`src/rtl/nmr_bstrm_simp_sramwr_if.sv`:
```
// Producer handshake and SRAM single-port bundle
// for the bitstream SRAM writer.
interface nmr_bstrm_simp_sramwr_if #(
  parameter int SRAM_ADDR_WIDTH   = 8,
  parameter int SRAM_DAT_WIDTH    = 32,
  parameter int SRAM_BYTEEN_WIDTH = SRAM_DAT_WIDTH / 8
);
  logic                         START;
  logic [SRAM_ADDR_WIDTH-1:0]   BASE_ADDR;
  logic [SRAM_ADDR_WIDTH:0]     NUM_WORDS;
  logic [SRAM_DAT_WIDTH-1:0]    DATA_IN;
  logic                         DATA_VLD;
  logic                         DATA_ACK;
  logic                         SYS_RDY;
  logic                         DONE;
  logic                         WRAP_FLAG;
  logic                         SRAM_CS;
  logic                         SRAM_WE;
  logic [SRAM_BYTEEN_WIDTH-1:0] SRAM_BYTEEN;
  logic [SRAM_ADDR_WIDTH-1:0]   SRAM_ADDR;
  logic [SRAM_DAT_WIDTH-1:0]    SRAM_WR_DAT;

  modport master (
    output START, BASE_ADDR, NUM_WORDS,
    output DATA_IN, DATA_VLD,
    input  DATA_ACK, SYS_RDY, DONE, WRAP_FLAG,
    input  SRAM_CS, SRAM_WE, SRAM_BYTEEN,
    input  SRAM_ADDR, SRAM_WR_DAT
  );

  modport slave (
    input  START, BASE_ADDR, NUM_WORDS,
    input  DATA_IN, DATA_VLD,
    output DATA_ACK, SYS_RDY, DONE, WRAP_FLAG,
    output SRAM_CS, SRAM_WE, SRAM_BYTEEN,
    output SRAM_ADDR, SRAM_WR_DAT
  );
endinterface

```
`src/rtl/nmr_bstrm_simp_sramwr.sv`:
```
// Bitstream SRAM writer: fills a block of SRAM
// from a valid/ack producer, auto-incrementing address.
module nmr_bstrm_simp_sramwr #(
  parameter int SRAM_ADDR_WIDTH   = 8,
  parameter int SRAM_DAT_WIDTH    = 32,
  parameter int SRAM_BYTEEN_WIDTH = SRAM_DAT_WIDTH / 8
) (
  input logic CLK,
  input logic RST,
  nmr_bstrm_simp_sramwr_if.slave bus
);
  localparam int AW = SRAM_ADDR_WIDTH;
  localparam int DW = SRAM_DAT_WIDTH;
  localparam int BW = SRAM_BYTEEN_WIDTH;

  typedef enum logic [3:0] {
    S_IDLE  = 4'b0001,
    S_WAIT  = 4'b0010,
    S_WRITE = 4'b0100,
    S_FIN   = 4'b1000
  } state_t;

  state_t        state;
  logic [AW-1:0] addr_reg;
  logic [AW:0]   len;
  logic [AW:0]   cnt;
  logic [AW:0]   cnt_nxt;
  logic [AW:0]   len_in;

  logic          sys_rdy;
  logic          data_ack;
  logic          done;
  logic          wrap_flag;
  logic          sram_cs;
  logic          sram_we;
  logic [BW-1:0] sram_byteen;
  logic [AW-1:0] sram_addr;
  logic [DW-1:0] sram_wr_dat;

  assign cnt_nxt = cnt + {{AW{1'b0}}, 1'b1};

  // Counts beyond the SRAM depth collapse to a full-depth transfer.
  assign len_in = bus.NUM_WORDS[AW] ?
                  {1'b1, {AW{1'b0}}} : bus.NUM_WORDS;

  // Transfer FSM; every output is a register.
  always_ff @(posedge CLK or posedge RST) begin
    if (RST) begin
      state       <= S_IDLE;
      addr_reg    <= '0;
      len         <= '0;
      cnt         <= '0;
      sys_rdy     <= 1'b0;
      data_ack    <= 1'b0;
      done        <= 1'b0;
      wrap_flag   <= 1'b0;
      sram_cs     <= 1'b0;
      sram_we     <= 1'b0;
      sram_byteen <= '0;
      sram_addr   <= '0;
      sram_wr_dat <= '0;
    end else begin
      done <= 1'b0;
      unique case (state)
        S_IDLE: begin
          if (bus.START && sys_rdy) begin
            addr_reg  <= bus.BASE_ADDR;
            len       <= len_in;
            cnt       <= '0;
            wrap_flag <= 1'b0;
            sys_rdy   <= 1'b0;
            if (len_in == '0) state <= S_FIN;
            else              state <= S_WAIT;
          end else begin
            sys_rdy <= 1'b1;
          end
        end
        S_WAIT: begin
          if (bus.DATA_VLD) begin
            sram_wr_dat <= bus.DATA_IN;
            sram_addr   <= addr_reg;
            sram_cs     <= 1'b1;
            sram_we     <= 1'b1;
            sram_byteen <= '1;
            data_ack    <= 1'b1;
            state       <= S_WRITE;
          end
        end
        S_WRITE: begin
          sram_cs     <= 1'b0;
          sram_we     <= 1'b0;
          sram_byteen <= '0;
          data_ack    <= 1'b0;
          addr_reg    <= addr_reg + {{(AW-1){1'b0}}, 1'b1};
          if (&addr_reg) wrap_flag <= 1'b1;
          cnt <= cnt_nxt;
          if (cnt_nxt == len) state <= S_FIN;
          else                state <= S_WAIT;
        end
        S_FIN: begin
          done    <= 1'b1;
          sys_rdy <= 1'b1;
          state   <= S_IDLE;
        end
        default: state <= S_IDLE;
      endcase
    end
  end

  assign bus.SYS_RDY     = sys_rdy;
  assign bus.DATA_ACK    = data_ack;
  assign bus.DONE        = done;
  assign bus.WRAP_FLAG   = wrap_flag;
  assign bus.SRAM_CS     = sram_cs;
  assign bus.SRAM_WE     = sram_we;
  assign bus.SRAM_BYTEEN = sram_byteen;
  assign bus.SRAM_ADDR   = sram_addr;
  assign bus.SRAM_WR_DAT = sram_wr_dat;
endmodule

```
`src/flat_wrapper.sv`:
```
// flat-port wrapper written by rule: the top's interface ports become plain ports
module nmr_bstrm_simp_sramwr_flat 
#(
  parameter int SRAM_ADDR_WIDTH   = 8,
  parameter int SRAM_DAT_WIDTH    = 32,
  parameter int SRAM_BYTEEN_WIDTH = SRAM_DAT_WIDTH / 8
)
  (CLK, RST, bus_START, bus_BASE_ADDR, bus_NUM_WORDS, bus_DATA_IN, bus_DATA_VLD, bus_DATA_ACK, bus_SYS_RDY, bus_DONE, bus_WRAP_FLAG, bus_SRAM_CS, bus_SRAM_WE, bus_SRAM_BYTEEN, bus_SRAM_ADDR, bus_SRAM_WR_DAT);
  nmr_bstrm_simp_sramwr_if #(.SRAM_ADDR_WIDTH(SRAM_ADDR_WIDTH), .SRAM_DAT_WIDTH(SRAM_DAT_WIDTH), .SRAM_BYTEEN_WIDTH(SRAM_BYTEEN_WIDTH)) bus_i ();
  input logic CLK;
  input logic RST;
  input wire logic [$bits(bus_i.START)-1:0] bus_START;
  input wire logic [$bits(bus_i.BASE_ADDR)-1:0] bus_BASE_ADDR;
  input wire logic [$bits(bus_i.NUM_WORDS)-1:0] bus_NUM_WORDS;
  input wire logic [$bits(bus_i.DATA_IN)-1:0] bus_DATA_IN;
  input wire logic [$bits(bus_i.DATA_VLD)-1:0] bus_DATA_VLD;
  output wire logic [$bits(bus_i.DATA_ACK)-1:0] bus_DATA_ACK;
  output wire logic [$bits(bus_i.SYS_RDY)-1:0] bus_SYS_RDY;
  output wire logic [$bits(bus_i.DONE)-1:0] bus_DONE;
  output wire logic [$bits(bus_i.WRAP_FLAG)-1:0] bus_WRAP_FLAG;
  output wire logic [$bits(bus_i.SRAM_CS)-1:0] bus_SRAM_CS;
  output wire logic [$bits(bus_i.SRAM_WE)-1:0] bus_SRAM_WE;
  output wire logic [$bits(bus_i.SRAM_BYTEEN)-1:0] bus_SRAM_BYTEEN;
  output wire logic [$bits(bus_i.SRAM_ADDR)-1:0] bus_SRAM_ADDR;
  output wire logic [$bits(bus_i.SRAM_WR_DAT)-1:0] bus_SRAM_WR_DAT;
  assign bus_i.START = bus_START;
  assign bus_i.BASE_ADDR = bus_BASE_ADDR;
  assign bus_i.NUM_WORDS = bus_NUM_WORDS;
  assign bus_i.DATA_IN = bus_DATA_IN;
  assign bus_i.DATA_VLD = bus_DATA_VLD;
  assign bus_DATA_ACK = bus_i.DATA_ACK;
  assign bus_SYS_RDY = bus_i.SYS_RDY;
  assign bus_DONE = bus_i.DONE;
  assign bus_WRAP_FLAG = bus_i.WRAP_FLAG;
  assign bus_SRAM_CS = bus_i.SRAM_CS;
  assign bus_SRAM_WE = bus_i.SRAM_WE;
  assign bus_SRAM_BYTEEN = bus_i.SRAM_BYTEEN;
  assign bus_SRAM_ADDR = bus_i.SRAM_ADDR;
  assign bus_SRAM_WR_DAT = bus_i.SRAM_WR_DAT;
  nmr_bstrm_simp_sramwr #(.SRAM_ADDR_WIDTH(SRAM_ADDR_WIDTH), .SRAM_DAT_WIDTH(SRAM_DAT_WIDTH), .SRAM_BYTEEN_WIDTH(SRAM_BYTEEN_WIDTH)) u_core (.CLK(CLK), .RST(RST), .bus(bus_i));
endmodule
```
`config.mk`:
```
export PLATFORM = sky130hd
export DESIGN_NAME = nmr_bstrm_simp_sramwr_flat
export DESIGN_NICKNAME = d
export VERILOG_FILES = /design/src/rtl/nmr_bstrm_simp_sramwr_if.sv /design/src/rtl/nmr_bstrm_simp_sramwr.sv /design/src/flat_wrapper.sv
export SDC_FILE = /design/constraint.sdc
export NUM_CORES = 1
export LEC_CHECK = 0
export BUFFER_PORTS_ARGS = -buffer_cell sky130_fd_sc_hd__buf_2
export CORE_MARGIN = 4
export CORE_UTILIZATION = 46
export DETAILED_ROUTE_END_ITERATION = 10
export GPL_TIMING_DRIVEN = 0
export PLACE_DENSITY = 0.75
export SKIP_CTS_REPAIR_TIMING = 1
export SLEW_MARGIN = 0
export SYNTH_ARGS = -nofsm -noshare
export SYNTH_HDL_FRONTEND = slang
export SYNTH_SLANG_ARGS = --single-unit
export TNS_END_PERCENT = 20
```
`constraint.sdc`:
```
create_clock -name CLK -period 1.8 [get_ports CLK]
set_input_delay 0.09 -clock CLK [delete_from_list [all_inputs] [get_ports CLK]]
set_output_delay 0.09 -clock CLK [all_outputs]
set_load 0.01 [all_outputs]
```
==> results of run 1 <==
stage by stage:
step | utilization (%) | cells | power, mW
global placement | 56.0 | 566 | 5.05
global route | 65.5 | 623 | 7.08
detailed placement | 56.3 | 567 | 5.15
floorplan | - | 366 | 4.21
finish | 65.5 | 623 | 6.56
CTS | 59.0 | 583 | 6.42
worst max-delay path by stage:
stage | to | slack (ns) | cells past startpoint | start
finish | u_core.state[1] | -0.12 | 6 | u_core.cnt[0]
global route | u_core.state[1] | -0.22 | 6 | u_core.cnt[0]
CTS | u_core.state[1] | -0.36 | 7 | u_core.cnt[0]
detailed placement | u_core.state[1] | -0.36 | 7 | u_core.cnt[0]
global placement | u_core.state[1] | -0.31 | 7 | u_core.cnt[0]
floorplan | u_core.state[1] | -0.02 | 7 | u_core.cnt[0]
placed cells by master, fill, tap and decap left out, types with 3 or more instances in the layout:
master and count:
xnor2_1 6, buf_4 10, nand4_1 4, and2_1 3, nand2_1 127, clkbuf_8 9
nand3_1 8, dfrtp_1 72, mux2_2 7, buf_6 3, buf_2 111, a31oi_1 3
o22ai_1 4, nor2_1 12, nand2b_1 8, dlygate4sd3_1 37, a21oi_1 7, xor2_1 7
and3_1 5, clkbuf_1 3, o21ai_0 24
power by group:
group	leakage (nW)	switching, mW	internal (mW)
clock	0.0966	0.617	0.643
combinational	1.37	1.29	1.18
sequential	0.925	0.501	2.33
total	2.39	2.41	4.15
metal layers:
metal / track usage, % / wire, um / vias to the layer above
li1: - / - / 1527
met1: 25.0 / 3720 / 1483
met2: 30.9 / 4360 / 86
met3: 4.09 / 379 / 22
met4: 6.74 / 261 / 0
met5: 0 / 0 / -
logic make-up after synthesis:
group                      count (synthesis)  synth area share, %
DFF                                       74                 54.4
muxes                                      8                 2.61
AOI/OAI and AO/OA                         55                 9.99
xor gates and xnor gates                  13                 3.34
buffers and inverters                     28                 4.63
adders and majority gates                  2                0.734
and+or+nand+nor                          186                 24.3
final cells by class:
type                       count  area [sq um]  share of cell area (%)
buffer                        23           151                    3.20
multi-input combinational    264          1460                    30.9
sequential                    74          1850                    39.2
inverter                       4          18.8                   0.397
clock buffer                  10           128                    2.70
timing repair buffer         143           926                    19.6
clock inverter                 6          65.1                    1.38
tap                           99           124                    2.62
critical path, cell delays in order (launching register included):
cell and delay [ns]:
dfrtp_2 0.46, ha_4 0.20, and3_1 0.21, a41oi_1 0.24
o22ai_1 0.14, nor4_2 0.36, o221ai_1 0.18
==> reports/metrics.cfg, run 1 <==
[run_status]
status = finished with violations
violations = negative setup slack

[global_routing]
overflow = 0
grt_pass1_wl_mm = 13.2
grt.total_usage_pct = 19.0
antenna_found_initial = 0
grt_max_degree = 41
grt_pass1_vias = 2872

[cts]
cts_tree = done
cts_max_path_buffers = 2
clk_root_buffer_cell = clkbuf_8
cts_buffers = 9
clkLatencyLatePin_ns = 0.34
clock_sinks = 74
htree_num_levels = 3
cts.clk_slew.worst_paths_ns = 0.08

[synthesis]
yosys.cell_types.count = 52
yosysSeqAreaShare_pct = 54.4
synth_common_cells = nand2_1 (127), dfrtp_1 (73), o21ai_0 (25)
yosys.cell_count.top_type = nand2_1
synth-edff-count = 0
avgSynthCellArea_sq_um = 9.31
synthCells = 366
yosysWarnings = 0
async_flop_share_pct = 100
synthTopCellsByArea = dfrtp_1 (54%), nand2_1 (14%), o21ai_0 (3.7%)
synthFlopType = dfrtp_1
yosysTopAreaCellShare_pct = 53.6
netlist_area_sq_um = 3410
yosys.area.top_type = dfrtp_1
syn-num-nets = 421
ys_ff_latch = 74

[setup_path]
r2r-start = u_core.cnt[0]
startpoint_type = flop
crit_type = flop to flop
required_ns = 2.01
reg2reg_depth = 6
r2r_end = u_core.state[1]
path_max_fanout = 7
critPathCaptureType = flop
regToRegSetupSlack_ns = -0.12
crit_arrival_ns = 2.12

[sta]
period_share_pct = 106
timing.setup.tns_ns = -0.174
worstMarginPinSlew_ns = 0.771
setup_viol = 3
finClkSkew_ns = 0.00904
holdWs_ns = 0.0174
max_freq_ghz = 0.522
rsz0062_at_grt = true
min_period_ns = 1.92
setup_slack_ns = -0.115
final_hold_viol_count = 0
finalMaxSlewViolations = 0
relSlewSlack_pct = 48.5

[job]
cap_violations = 0

[hold_path]
whs_endpoint = u_core.len[4]
worstHoldStart = bus_NUM_WORDS[4]
min_path_type = input pin to flop
hold_depth = 3

[final_layout]
area_growth_pct = 38.7
nNetsFinal = 574
drive_gt1_share_pct = 31.5
fillers = 594
n_antenna_cell = 0
final_area_sq_um = 4730
largest_reg_flops = 32

[detailed_routing]
antenna_left = 0
wire_per_inst_um = 14.0
drt_wl_total_mm = 8.73
via_per_inst = 5.00
vias = 3118
drt_iter0_drc = 155
drc = 0
drt_pass1_iterations = 4

[die]
rows = 31
core_area_sq_um = 7210
die_w_um = 94.1
start_util_pct = 47.2
dieArea_sq_um = 8850
die_y_um = 94.1
io_pins = 103

[placement]
numPortBuffers = 101
dp_hpwl_mm = 5.91
place.gp.congestion = 0.854
dp_slack_ns = -0.357
placed_area_sq_um = 4060

[power]
powerDensity_nw_per_um2 = 1390
vdd_drop_max_uv = 922
p_leak_nw = 2.39

(Power assumes the default switching activity.)
==> inputs of run 2 (changes only) <==
--- a/config.mk
+++ b/config.mk
@@ -6,7 +6,6 @@
 export NUM_CORES = 1
 export LEC_CHECK = 0
 export BUFFER_PORTS_ARGS = -buffer_cell sky130_fd_sc_hd__buf_2
-export CORE_MARGIN = 4
 export CORE_UTILIZATION = 46
 export DETAILED_ROUTE_END_ITERATION = 10
 export GPL_TIMING_DRIVEN = 0
==> reports/metrics.cfg, run 2 (synthesis gave the netlist of run 1 again) <==
[sta]
finalMaxSlewViolations = 0
min_period_ns = 1.86
worstMarginPinSlew_ns = 0.882
period_share_pct = 103
setup_viol = 6
relSlewSlack_pct = 41.1
rsz0062_at_grt = true
timing.setup.tns_ns = -0.149
holdWs_ns = -0.0149
finClkSkew_ns = 0.00803
max_freq_ghz = 0.538
final_hold_viol_count = 2
setup_slack_ns = -0.0599

[setup_path]
r2r-start = u_core.cnt[0]
crit_type = flop to flop
critPathCaptureType = flop
required_ns = 2.02
regToRegSetupSlack_ns = -0.06
crit_arrival_ns = 2.08
startpoint_type = flop
reg2reg_depth = 6
path_max_fanout = 7
r2r_end = u_core.state[1]

[final_layout]
area_growth_pct = 39.6
most-common-layout-cells = nand2_1 (126), buf_2 (109), dfrtp_1 (71)
drive_gt1_share_pct = 32.6
layout_commonest_cell = nand2_1
final_area_sq_um = 4760
nNetsFinal = 575
largest_reg_flops = 32
final_util_pct = 65.9

[global_routing]
grt_max_degree = 40
grt.total_usage_pct = 21.1
overflow = 0
grt_pass1_vias = 2689
grt_pass1_wl_mm = 12.5
antenna_found_initial = 0

[detailed_routing]
antenna_left = 0
drt_pass1_iterations = 4
drt_wl_total_mm = 9.10
vias = 3196
drt_iter0_drc = 113
via_per_inst = 5.12
drc = 0
wire_per_inst_um = 14.6

[die]
io_pins = 103
dieArea_sq_um = 7760
core_area_sq_um = 7210
rows = 31
die_w_um = 88.1
die_y_um = 88.1
start_util_pct = 47.2

[cts]
cts_tree = done
clk_root_buffer_cell = clkbuf_8
clkLatencyLatePin_ns = 0.35
cts_max_path_buffers = 2
cts_buffers = 9
htree_num_levels = 3
cts.clk_slew.worst_paths_ns = 0.08
clock_sinks = 74

[power]
powerDensity_nw_per_um2 = 1430
vdd_drop_max_uv = 918
power.total_mw = 6.80
p_leak_nw = 2.41

[hold_path]
hold_depth = 3
min_path_type = input pin to flop
whs_endpoint = u_core.addr_reg[1]
worstHoldStart = bus_BASE_ADDR[1]

[placement]
place.gp.congestion = 0.895
placed_area_sq_um = 4060
dp_hpwl_mm = 5.85
numPortBuffers = 101

[job]
cap_violations = 0

[run_status]
status = finished with violations
violations = negative hold slack, negative setup slack

[run 2: cell count changes in the layout (fill, tap and decap cells not counted), sizes merged]
cell | previous run | this run
clkbuf | 14 | 15
diode | 0 | 1
bufinv | 1 | 2
buf | 125 | 128
clkinv | 4 | 2
inv | 3 | 4
dlygate4sd3 | 37 | 33
[run 2: power breakdown]
| group | internal, mW | switching, mW | total (mW) |
|---|---|---|---|
| Clock | 0.780 | 0.648 | 1.43 |
| Sequential | 2.33 | 0.508 | 2.84 |
| Combinational | 1.19 | 1.34 | 2.53 |
| Total | 4.31 | 2.50 | 6.80 |
[run 2: worst max path at each step]
| stage | from | to | slack, ns | cells past startpoint |
|---|---|---|---|---|
| after floorplan | u_core.cnt[0] | u_core.state[1] | -0.02 | 7 |
| after global placement | u_core.cnt[0] | u_core.state[1] | -0.32 | 7 |
| after detailed placement | u_core.cnt[0] | u_core.state[1] | -0.31 | 7 |
| after CTS | u_core.cnt[0] | u_core.state[1] | -0.33 | 7 |
| after global routing | u_core.cnt[0] | u_core.state[1] | -0.15 | 6 |
| final | u_core.cnt[0] | u_core.state[1] | -0.06 | 6 |
[run 2: final cells by class]
cell class	count	area (sq um)
clock inverter	6	90.1
tap	99	124
inverter	4	18.8
antenna	1	2.50
fill	590	2460
sequential	74	1860
clock buffer	9	124
buffer	23	153
timing repair buffer	144	923
multi-input combinational	264	1470
[run 2: through the flow]
step,cells,worst slack (ns)
5_1_grt,623,-0.151
6_report,624,-0.0599
3_3_place_gp,566,-0.316
4_1_cts,582,-0.329
3_5_place_dp,567,-0.312
2_1_floorplan,366,-0.0227
[run 2: critical path: stages, from the launching register on]
cell,delay (ns)
dfrtp_2,0.44
ha_4,0.20
o21ba_4,0.19
a221oi_2,0.28
o22ai_1,0.14
nor4_2,0.33
o221ai_1,0.16
[run 2: routing by layer]
layer  track usage [%]  vias up  part of all wire [%]
li1                  -     1523                     -
met1              27.6     1556                    43
met2              33.7       98                    51
met3              4.52       19                   3.3
met4              9.82        0                   2.3
met5                 0        -                     0
==> inputs of run 3 (changes only) <==
--- a/config.mk
+++ b/config.mk
@@ -8,8 +8,8 @@
 export BUFFER_PORTS_ARGS = -buffer_cell sky130_fd_sc_hd__buf_2
 export CORE_UTILIZATION = 46
 export DETAILED_ROUTE_END_ITERATION = 10
-export GPL_TIMING_DRIVEN = 0
 export PLACE_DENSITY = 0.75
+export SETUP_SLACK_MARGIN = 0.5
 export SKIP_CTS_REPAIR_TIMING = 1
 export SLEW_MARGIN = 0
 export SYNTH_ARGS = -nofsm -noshare
==> reports/metrics.cfg, run 3 (synthesis gave the netlist of run 1 again) <==
[setup_path]
cp_cell_sequence = buf_4, and3_4, a31oi_1, o2111ai_2, nor4_4, o221ai_2
required_ns = 2.02
critPathCaptureType = flop
cp_num_buf_inv = 1
startpoint_type = flop
crit_type = flop to flop
crit_arrival_ns = 2.07
slowest_delay_ns = 0.43
cp_top_family = compound AO/OA/AOI/OAI gates
slowest_stage = dfrtp_1
path_max_fanout = 5

[detailed_routing]
wire_per_inst_um = 16.9
drt_pass1_iterations = 4
vias = 3387
via_per_inst = 5.38
drt_iter0_drc = 201
drc = 0
antenna_left = 0
drt_wl_total_mm = 10.6

[power]
vdd_drop_max_uv = 987
clkPwrFrac_pct = 17.7
combPwrFrac_pct = 42.9
swShare_pct = 39.9
internal-power_mw = 4.42
p_leak_nw = 2.68
seqPwrFrac_pct = 39.4
powerDensity_nw_per_um2 = 1380
p_sw_mw = 2.93

[die]
start_util_pct = 47.2
die_y_um = 88.1
die_w_um = 88.1
dieArea_sq_um = 7760
rows = 31
core_area_sq_um = 7210
io_pins = 103

[sta]
holdWs_ns = -0.00820
finClkSkew_ns = 0.0184
setup_viol = 2
period_share_pct = 103
setup_slack_ns = -0.0455
min_period_ns = 1.85
finalMaxSlewViolations = 0
relSlewSlack_pct = 57.3
max_freq_ghz = 0.542
rsz0062_at_grt = true
final_hold_viol_count = 2
worstMarginPinSlew_ns = 0.640

[global_routing]
overflow = 0
antenna_found_initial = 0
grt_max_degree = 35
grt_pass1_wl_mm = 12.0
grt_pass1_vias = 2637
grt.total_usage_pct = 20.4

[hold_path]
min_path_type = input pin to flop

[job]
cap_violations = 0

[cts]
cts_buffers = 9
cts_tree = done
cts.clk_slew.worst_paths_ns = 0.08
clock_sinks = 74
htree_num_levels = 3
clkLatencyLatePin_ns = 0.36
cts_max_path_buffers = 2
clk_root_buffer_cell = clkbuf_8

[final_layout]
layout_commonest_cell = buf_2
nNetsFinal = 581
drive_gt1_share_pct = 49.7
most-common-layout-cells = buf_2 (102), nand2_1 (74), dfrtp_1 (72)
largest_reg_flops = 32
final_util_pct = 74.0
n_antenna_cell = 0
area_growth_pct = 56.6
fillers = 458

[placement]
place.gp.congestion = 0.853
dp_slack_ns = -0.109
numPortBuffers = 102
dp_hpwl_mm = 5.47

[run_status]
violations = negative hold slack, negative setup slack
status = finished with violations

## run 3: cell types whose count changed in the layout (fill, tap and decap cells not counted), sizes merged
cell and change:
buf +11, clkbuf -5, bufinv -1, clkinv +1, diode -1, dlygate4sd3 +1
## run 3: through the flow
| stage | instances | setup TNS, ns | cell area (sq um) | total power, mW |
|---|---|---|---|---|
| 4_1_cts | 579 | -0.387 | 4280 | 6.39 |
| 3_3_place_gp | 563 | 0 | 4090 | 5.00 |
| 2_1_floorplan | 366 | -0.0227 | 3410 | 4.21 |
| 6_report | 630 | -0.0561 | 5340 | 7.36 |
| 3_5_place_dp | 563 | -0.174 | 4090 | 5.10 |
| 5_1_grt | 630 | -0.379 | 5340 | 7.79 |
## run 3: worst min-delay path, stage by stage
cell and delay [ns]:
buf_2 0.10, nand2_1 0.05, a31oi_1 0.07
## run 3: layout make-up
type                    instances  area [sq um]  share of cell area (%)
multi-input cells             264          1900                    35.6
clock inverters                 6          65.1                    1.22
well taps                      99           124                    2.32
inverters                       4          18.8                   0.352
clock buffers                  10           128                    2.39
repair buffers                173          1250                    23.4
flip-flops and latches         74          1850                    34.7
## run 3: power groups by stage
stage / sequential [mW] / combinational, mW / clock (mW)
6_report: 2.90 / 3.15 / 1.30
5_1_grt: 2.97 / 3.43 / 1.39
4_1_cts: 2.76 / 2.32 / 1.31
3_5_place_dp: 2.79 / 2.31 / 0
3_3_place_gp: 2.77 / 2.24 / 0
2_1_floorplan: 2.97 / 1.24 / 0
## run 3: final timing paths
kind	start	to	slack (ns)	cells past startpoint
setup / recovery	u_core.cnt[0]	u_core.state[1]	-0.05	6
hold reg to reg	u_core.bus.SRAM_WR_DAT[5]	u_core.bus.SRAM_WR_DAT[5]	0.47	2
min in group asynchronous	RST	u_core.bus.SRAM_WR_DAT[25]	0.36	3
hold / removal	bus_BASE_ADDR[1]	u_core.addr_reg[1]	-0.008	3
setup reg to reg	u_core.cnt[0]	u_core.state[1]	-0.05	6
max in group asynchronous	RST	u_core.bus.SRAM_WR_DAT[8]	0.80	4
## run 3: metal layers
layer  part of all wire, %  wire length (um)  vias up  track usage, %
li1                      -                 -     1554               -
met1                    39              4160     1657            25.6
met2                    52              5540      127            34.2
met3                   3.8               407       49            3.49
met4                   4.8               507        0            10.1
met5                     0                 0        -               0
